==> src/rtl/ex_m_pipe_reg.sv <==
// ============================================================================
// ex_m_pipe_reg : EX->M pipeline register with stall/flush, store lane
//                 alignment, forwarding tap and saturating perf counters.
// Revision      : 1.0
// ============================================================================
`default_nettype none

module ex_m_pipe_reg #(
    parameter int PC_SIZE    = 18,
    parameter int DATA_SIZE  = 32,
    parameter int REG_ADDR_W = 5,
    parameter int CNT_W      = 16
) (
    input  logic                    clk,
    input  logic                    rst,
    input  logic                    M_Stall,
    input  logic                    M_Flush,
    input  logic                    EX_Valid,
    input  logic                    EX_MemtoReg,
    input  logic                    EX_RegWrite,
    input  logic                    EX_MemWrite,
    input  logic                    EX_Jal,
    input  logic                    EX_SignextendLoad,
    input  logic                    EX_Signextend,
    input  logic [1:0]              EX_MemSize,
    input  logic [DATA_SIZE-1:0]    EX_ALU_result,
    input  logic [DATA_SIZE-1:0]    EX_Rt_data,
    input  logic [PC_SIZE-1:0]      EX_PCplus8,
    input  logic [REG_ADDR_W-1:0]   EX_WR_out,
    output logic                    M_Valid,
    output logic                    M_MemtoReg,
    output logic                    M_RegWrite,
    output logic                    M_MemWrite,
    output logic                    M_Jal,
    output logic                    M_SignextendLoad,
    output logic                    M_Signextend,
    output logic [1:0]              M_MemSize,
    output logic [DATA_SIZE-1:0]    M_ALU_result,
    output logic [DATA_SIZE-1:0]    M_Rt_data,
    output logic [DATA_SIZE/8-1:0]  M_ByteEn,
    output logic                    M_Misaligned,
    output logic [PC_SIZE-1:0]      M_PCplus8,
    output logic [REG_ADDR_W-1:0]   M_WR_out,
    output logic                    M_Fwd_en,
    output logic [DATA_SIZE-1:0]    M_Fwd_data,
    output logic                    M_LoadPending,
    output logic [CNT_W-1:0]        stall_cnt,
    output logic [CNT_W-1:0]        bubble_cnt
);

    localparam int c_be_w  = DATA_SIZE / 8;
    localparam int c_off_w = $clog2(c_be_w);

    logic                  valid_q, valid_d;
    logic                  memtoreg_q, memtoreg_d;
    logic                  regwrite_q, regwrite_d;
    logic                  memwrite_q, memwrite_d;
    logic                  jal_q, jal_d;
    logic                  sxload_q, sxload_d;
    logic                  sx_q, sx_d;
    logic [1:0]            memsize_q, memsize_d;
    logic [DATA_SIZE-1:0]  alu_q, alu_d;
    logic [DATA_SIZE-1:0]  rt_q, rt_d;
    logic [PC_SIZE-1:0]    pc8_q, pc8_d;
    logic [REG_ADDR_W-1:0] wr_q, wr_d;
    logic [CNT_W-1:0]      stall_cnt_q, stall_cnt_d;
    logic [CNT_W-1:0]      bubble_cnt_q, bubble_cnt_d;

    always_comb begin
        valid_d      = valid_q;
        memtoreg_d   = memtoreg_q;
        regwrite_d   = regwrite_q;
        memwrite_d   = memwrite_q;
        jal_d        = jal_q;
        sxload_d     = sxload_q;
        sx_d         = sx_q;
        memsize_d    = memsize_q;
        alu_d        = alu_q;
        rt_d         = rt_q;
        pc8_d        = pc8_q;
        wr_d         = wr_q;
        stall_cnt_d  = stall_cnt_q;
        bubble_cnt_d = bubble_cnt_q;
        if (M_Flush) begin
            // Bubble: kill the instruction's side effects, leave data fields alone
            valid_d    = 1'b0;
            memtoreg_d = 1'b0;
            regwrite_d = 1'b0;
            memwrite_d = 1'b0;
            jal_d      = 1'b0;
            sxload_d   = 1'b0;
            sx_d       = 1'b0;
            memsize_d  = 2'd0;
            if (bubble_cnt_q != '1) bubble_cnt_d = bubble_cnt_q + 1'b1;
        end else if (M_Stall) begin
            if (stall_cnt_q != '1) stall_cnt_d = stall_cnt_q + 1'b1;
        end else begin
            valid_d    = EX_Valid;
            memtoreg_d = EX_MemtoReg;
            regwrite_d = EX_RegWrite;
            memwrite_d = EX_MemWrite;
            jal_d      = EX_Jal;
            sxload_d   = EX_SignextendLoad;
            sx_d       = EX_Signextend;
            memsize_d  = EX_MemSize;
            alu_d      = EX_ALU_result;
            rt_d       = EX_Rt_data;
            pc8_d      = EX_PCplus8;
            wr_d       = EX_WR_out;
        end
    end

    always_ff @(negedge clk or posedge rst) begin
        if (rst) begin
            valid_q      <= 1'b0;
            memtoreg_q   <= 1'b0;
            regwrite_q   <= 1'b0;
            memwrite_q   <= 1'b0;
            jal_q        <= 1'b0;
            sxload_q     <= 1'b0;
            sx_q         <= 1'b0;
            memsize_q    <= 2'd0;
            alu_q        <= '0;
            rt_q         <= '0;
            pc8_q        <= '0;
            wr_q         <= '0;
            stall_cnt_q  <= '0;
            bubble_cnt_q <= '0;
        end else begin
            valid_q      <= valid_d;
            memtoreg_q   <= memtoreg_d;
            regwrite_q   <= regwrite_d;
            memwrite_q   <= memwrite_d;
            jal_q        <= jal_d;
            sxload_q     <= sxload_d;
            sx_q         <= sx_d;
            memsize_q    <= memsize_d;
            alu_q        <= alu_d;
            rt_q         <= rt_d;
            pc8_q        <= pc8_d;
            wr_q         <= wr_d;
            stall_cnt_q  <= stall_cnt_d;
            bubble_cnt_q <= bubble_cnt_d;
        end
    end

    logic [c_off_w-1:0]   w_off;
    logic [3:0]           w_sz;
    logic [c_off_w-1:0]   w_sz_lo;
    logic                 w_oversize;
    logic                 w_misal;
    logic                 w_mem_access;
    logic                 w_misaligned;
    logic [15:0]          w_lane_mask;
    logic [15:0]          w_be_full;
    logic [DATA_SIZE-1:0] w_rt_rep;

    always_comb begin
        w_off        = alu_q[c_off_w-1:0];
        w_sz         = 4'd1 << memsize_q;
        w_sz_lo      = w_sz[c_off_w-1:0];
        w_oversize   = int'(w_sz) > c_be_w;
        // sz is a power of two, so off mod sz is just the low bits of off
        w_misal      = (w_off & (w_sz_lo - c_off_w'(1))) != '0;
        w_mem_access = valid_q & (memwrite_q | memtoreg_q);
        w_misaligned = w_mem_access & (w_oversize | w_misal);
        w_lane_mask  = (16'd1 << w_sz) - 16'd1;
        w_be_full    = (w_mem_access && !w_misaligned) ? (w_lane_mask << w_off) : 16'd0;
        w_rt_rep     = '0;
        for (int i = 0; i < c_be_w; i++) begin
            case (memsize_q)
                2'd0:    w_rt_rep[8*i +: 8] = rt_q[7:0];
                2'd1:    w_rt_rep[8*i +: 8] = rt_q[8*(i%2) +: 8];
                2'd2:    w_rt_rep[8*i +: 8] = rt_q[8*(i%4) +: 8];
                default: w_rt_rep[8*i +: 8] = rt_q[8*(i%8) +: 8];
            endcase
        end
    end

    assign M_Valid          = valid_q;
    assign M_MemtoReg       = memtoreg_q & valid_q;
    assign M_RegWrite       = regwrite_q & valid_q;
    assign M_MemWrite       = memwrite_q & valid_q & ~w_misaligned;
    assign M_Jal            = jal_q & valid_q;
    assign M_SignextendLoad = sxload_q & valid_q;
    assign M_Signextend     = sx_q & valid_q;
    assign M_MemSize        = memsize_q;
    assign M_ALU_result     = alu_q;
    assign M_Rt_data        = w_rt_rep;
    assign M_ByteEn         = w_be_full[c_be_w-1:0];
    assign M_Misaligned     = w_misaligned;
    assign M_PCplus8        = pc8_q;
    assign M_WR_out         = wr_q;
    assign M_Fwd_en         = valid_q & regwrite_q & ~memtoreg_q & (wr_q != '0);
    assign M_Fwd_data       = jal_q ? DATA_SIZE'(pc8_q) : alu_q;
    assign M_LoadPending    = valid_q & regwrite_q & memtoreg_q & (wr_q != '0);
    assign stall_cnt        = stall_cnt_q;
    assign bubble_cnt       = bubble_cnt_q;

endmodule

`default_nettype wire

==> config.mk <==
export PLATFORM = sky130hd
export DESIGN_NAME = ex_m_pipe_reg
export DESIGN_NICKNAME = d
export VERILOG_FILES = /design/src/rtl/ex_m_pipe_reg.sv
export SDC_FILE = /design/constraint.sdc
export NUM_CORES = 1
export LEC_CHECK = 0
export BUFFER_PORTS_ARGS = -buffer_cell sky130_fd_sc_hd__buf_2
export CORE_MARGIN = 2
export CORE_UTILIZATION = 48
export CTS_CLUSTER_SIZE = 30
export DETAILED_ROUTE_END_ITERATION = 10
export GPL_TIMING_DRIVEN = 0
export PLACE_DENSITY = 0.92
export RECOVER_POWER = 50
export SETUP_SLACK_MARGIN = 0.15
export SYNTH_ARGS = -nofsm -noshare
export SYNTH_HDL_FRONTEND = slang
export SYNTH_SLANG_ARGS = --single-unit
==> constraint.sdc <==
create_clock -name clk -period 4.9 [get_ports clk]
set_clock_uncertainty 0.1 [all_clocks]
set_input_delay 0.245 -clock clk [delete_from_list [all_inputs] [get_ports clk]]
set_output_delay 0.245 -clock clk [all_outputs]
set_load 0.005 [all_outputs]
== Word level (Yosys, flattened, before mapping) ==
Cells that the tools add are included.

* Register bits after elaboration: 128
* Bits of input ports: 100
* Output and inout bits: 167
* Logic and storage cells: 76

* $add $sub $neg: 4
* Magnitude comparators: 1
* Equal/unequal tests: 4
* Shift operators: 3
* Mux-type cells: 21
* Bitwise operators: 20
* Reductions and logical operators: 9

{| class="wikitable"
|+ Operators with widths
! kind !! number
|-
| 16-bit by 1-bit adder with 16-bit output, second input constant || 2
|-
| 32-bit 2-to-1 mux || 1
|-
| 16-bit != test, second input constant || 2
|-
| 8-bit 2-to-1 mux || 2
|-
| 8-bit case mux with 2 select lines || 1
|-
| 1-bit by 4-bit left shift with 16-bit output, first input constant || 1
|-
| 16-bit by 2-bit left shift with 4-bit output || 1
|-
| 16-bit by 1-bit subtractor with 16-bit output, second input constant || 1
|-
| 1-bit 2-to-1 mux || 14
|-
| 1-bit AND || 13
|-
| 5-bit nonzero test || 1
|-
| 4-bit by 3-bit greater-than comparator with 1-bit output, second input constant || 1
|-
| 2-bit 2-to-1 mux || 2
|-
| 4-bit 2-to-1 mux || 1
|-
| 1-bit inverter || 4
|-
| 2-bit AND reduction || 2
|-
| 1-bit by 2-bit left shift with 4-bit output, first input constant || 1
|-
| 3-bit AND reduction || 1
|-
| 2-bit AND || 1
|-
| 2-bit by 1-bit equality test with 1-bit output, second input constant || 1
|-
| 2-bit logical NOT || 1
|-
| 2-bit by 1-bit != test with 1-bit output, second input constant || 1
|-
| 1-bit OR || 2
|-
| 2-bit nonzero test || 1
|-
| 4 further kinds || 4
|}

== Depth between registers and ports, before layout ==
* Depth in word-level cells: 9
* Gate-level depth with buffers: 8
* Depth with buffers taken out: 6

==> results.sh <==
export IMPL_cts_tree="yes"
export IMPL_clk_insertion_delay_late_ps=380
export IMPL_crit_required_ps=4550
export IMPL_first_global_vias=5412
export IMPL_start_kind="flop"
export IMPL_reg2reg_setup_slack_ps=2810
export IMPL_place_inst=928
export IMPL_port_buffers=265
export IMPL_instances_no_fill=976
export IMPL_area_growth_pct=40.9
export IMPL_rows=41
export IMPL_synthFlopType="dfrtn_1"
export IMPL_power_share_switching_pct=26.0
export IMPL_antenna_left=0
export IMPL_syn_instance_count=488
export IMPL_min_from="bubble_cnt[8]"
export IMPL_synth_nets=592
export IMPL_yosysUniqueCellTypes=46
export IMPL_vias=5095
export IMPL_fin_util_pct=69.0
export IMPL_tightest_slew_ps=1990
export IMPL_wl_um=17700
export IMPL_synthArstFlopShare_pct=100
export IMPL_seqPwrFrac_pct=38.4
export IMPL_htreeDepth=4
export IMPL_endpoint_kind="primary output"
export IMPL_ys_seq_area_share_pct=51.8
export IMPL_combPwrFrac_pct=21.2
export IMPL_drive_gt1_share_pct=59.5
export IMPL_cp_data_arrival_time_ps=4650
export IMPL_internal_power_mw=2.72
export IMPL_path_class="reg -> out"
export IMPL_ys_ff_latch=128
export IMPL_setup_ws_ps=-99.3
export IMPL_hold_viol=0
export IMPL_detail_route_iter0_violations=364
export IMPL_drc=0
export IMPL_netlist_area_sq_um=6180
export IMPL_die_h_um=117
export IMPL_die_x_um=117
export IMPL_grt_pass1_wl_um=28200
export IMPL_nets=894
export IMPL_rsz0062_at_grt="true"
export IMPL_path_clk_slew_ps=40
export IMPL_p_leak_nw=4.29
export IMPL_dieArea_sq_um=13800
export IMPL_placed_area_sq_um=7790
export IMPL_start_util_pct=49.0
export IMPL_cts_root_buf="clkbuf_16"
export IMPL_layout_cells_most_common_list="buf_2, dfrtn_1, mux2_2"
export IMPL_p_switching_mw=0.957
export IMPL_antenna_found_initial=2
export IMPL_hpwlAfterDp_um=12400
export IMPL_relSlewSlack_pct=-32.7
export IMPL_crit_reg2reg_launch="bubble_cnt[0]"
export IMPL_p_per_area_nw_per_um2=422
export IMPL_ir_drop_v=0.000311
export IMPL_clkSinkCount=128
export IMPL_ys_warn_count=0
export IMPL_hold_buffers=0
export IMPL_coreArea_sq_um=12600
export IMPL_setup_viol=17
export IMPL_routedWlPerCell_um=18.1
export IMPL_hold_path_depth=1
export IMPL_num_io_pins=267
export IMPL_clock_power_share_pct=40.4
export IMPL_worstPathMaxFanout=6
export IMPL_status="finished, violations left"
export IMPL_grt_overflow_total=0
export IMPL_hp_class="reg -> reg"
export IMPL_synth_edf_count=0
export IMPL_clockBufferDepth=2
export IMPL_timing_rr_end="bubble_cnt[1]"
export IMPL_grt_max_degree=43
export IMPL_vias_per_cell=5.22
export IMPL_avgSynthCellArea_sq_um=12.7
export IMPL_final_common_cell="buf_2"
export IMPL_violations="capacitance limit, slew limit, setup timing"
export IMPL_dr_pass1_iters=4
export IMPL_final_cell_area_sq_um=8710
export IMPL_reg2reg_depth=5
export IMPL_gr_usage_all_layers_pct=25.7
export IMPL_worstHoldEndpoint="bubble_cnt[8]"
export IMPL_numCtsBuffers=17
export IMPL_cap_viol_max_count=1
export IMPL_report_final_slew_viol_count=36
export IMPL_place_gp_congestion=0.821
how the worst max path moves through the flow:
stage            startpoint             to  depth (start not counted)
3_5_place_dp   M_MemSize[1]  M_Rt_data[21]                          8
6_report       M_MemSize[0]  M_Rt_data[18]                          9
2_1_floorplan  M_MemSize[0]  M_Rt_data[24]                          8
3_3_place_gp   M_MemSize[1]  M_Rt_data[21]                          8
5_1_grt        M_MemSize[0]    M_ByteEn[1]                          8
4_1_cts        M_MemSize[0]  M_Rt_data[21]                          9
power by group through the flow:
stage | registers (mW) | logic [mW] | clock network [mW]
after global placement | 1.41 | 0.693 | 0
after CTS | 1.41 | 0.779 | 1.51
after floorplan | 1.39 | 0.378 | 0
after global routing | 1.44 | 0.848 | 1.55
final | 1.41 | 0.780 | 1.49
after detailed placement | 1.42 | 0.719 | 0
worst max-delay path, stage by stage (launching register included):
cell	delay, ps
dfrtn_1	520
buf_6	140
nor2b_4	170
inv_2	60
ha_4	160
buf_8	120
buf_6	110
buf_8	130
mux2_4	300
buf_6	110
Yosys cell counts (2+ instances only):
cell type,count,area [sq um]
dfrtn_1,128,3200
nor2_1,23,86.3
nand3_1,9,45.0
and3_1,8,50.1
nor2b_1,17,106
nand2_1,18,67.6
o211ai_1,3,22.5
mux2_2,124,1400
inv_1,7,26.3
and2_1,7,43.8
clkbuf_1,8,30.0
and4_1,5,43.8
buf_2,10,50.1
buf_4,12,90.1
a21oi_1,14,70.1
nand4_1,8,50.1
xnor2_1,12,105
mux2i_1,18,180
nor3_1,3,15.0
buf_1,2,7.51
ha_1,4,50.1
o21ai_0,10,50.1
a2111oi_2,2,30.0
xor2_1,13,114
a211oi_1,2,15.0
cell type report:
| cell class | count | area [sq um] |
|---|---|---|
| clock inverter | 11 | 233 |
| clock buffer | 20 | 467 |
| sequential | 128 | 3200 |
| buffer | 32 | 236 |
| inverter | 7 | 27.5 |
| tap | 172 | 215 |
| antenna | 2 | 5.00 |
| fill | 934 | 3910 |
| multi-input combinational | 320 | 2820 |
| timing repair buffer | 284 | 1500 |
metrics by stage:
step                      TNS (ps)  power [mW]  setup WS (ps)  hold WS, ps
after floorplan                  0        1.77            200          328
after CTS                    -1030        3.70          -96.3          341
after global routing         -7370        3.84           -198          368
final                        -1260        3.68          -99.3          340
after detailed placement     -2750        2.14           -366          333
after global placement      -22610        2.11           -330          331
cell families (layout without fill, tap and decap cells):
group	Yosys count	after routing	share of synthesized area [%]
xor gates and xnor gates	25	25	3.54
adders and majority gates	4	4	0.810
buffers and inverters	40	354	3.48
muxes	142	142	25.5
DFF	128	128	51.8
other	0	2	0
AOI/OAI and AO/OA	37	37	4.11
and+or+nand+nor	112	112	10.7
repair_timing:
item                       4_1_cts  5_1_grt
cloned                           1        0
setup buffers                   14        1
resized for setup               53       13
pin swaps                       13        7
setup endpoints to repair       45       20
state kept, by name, indices dropped and copies added (netlist names), 2 cells and up:
| name | cells |
|---|---|
| M_ALU_result | 32 |
| M_MemSize | 2 |
| M_PCplus8 | 18 |
| M_WR_out | 5 |
| bubble_cnt | 16 |
| rt_q | 32 |
| stall_cnt | 16 |
layer usage:
| metal | track usage (%) | part of all wire, % | vias up |
|---|---|---|---|
| li1 | - | - | 2329 |
| met1 | 29.6 | 39 | 2514 |
| met2 | 45.6 | 52 | 224 |
| met3 | 7.85 | 6.8 | 28 |
| met4 | 8.81 | 1.8 | 0 |
| met5 | 0 | 0 | - |
(Power assumes the default switching activity.)
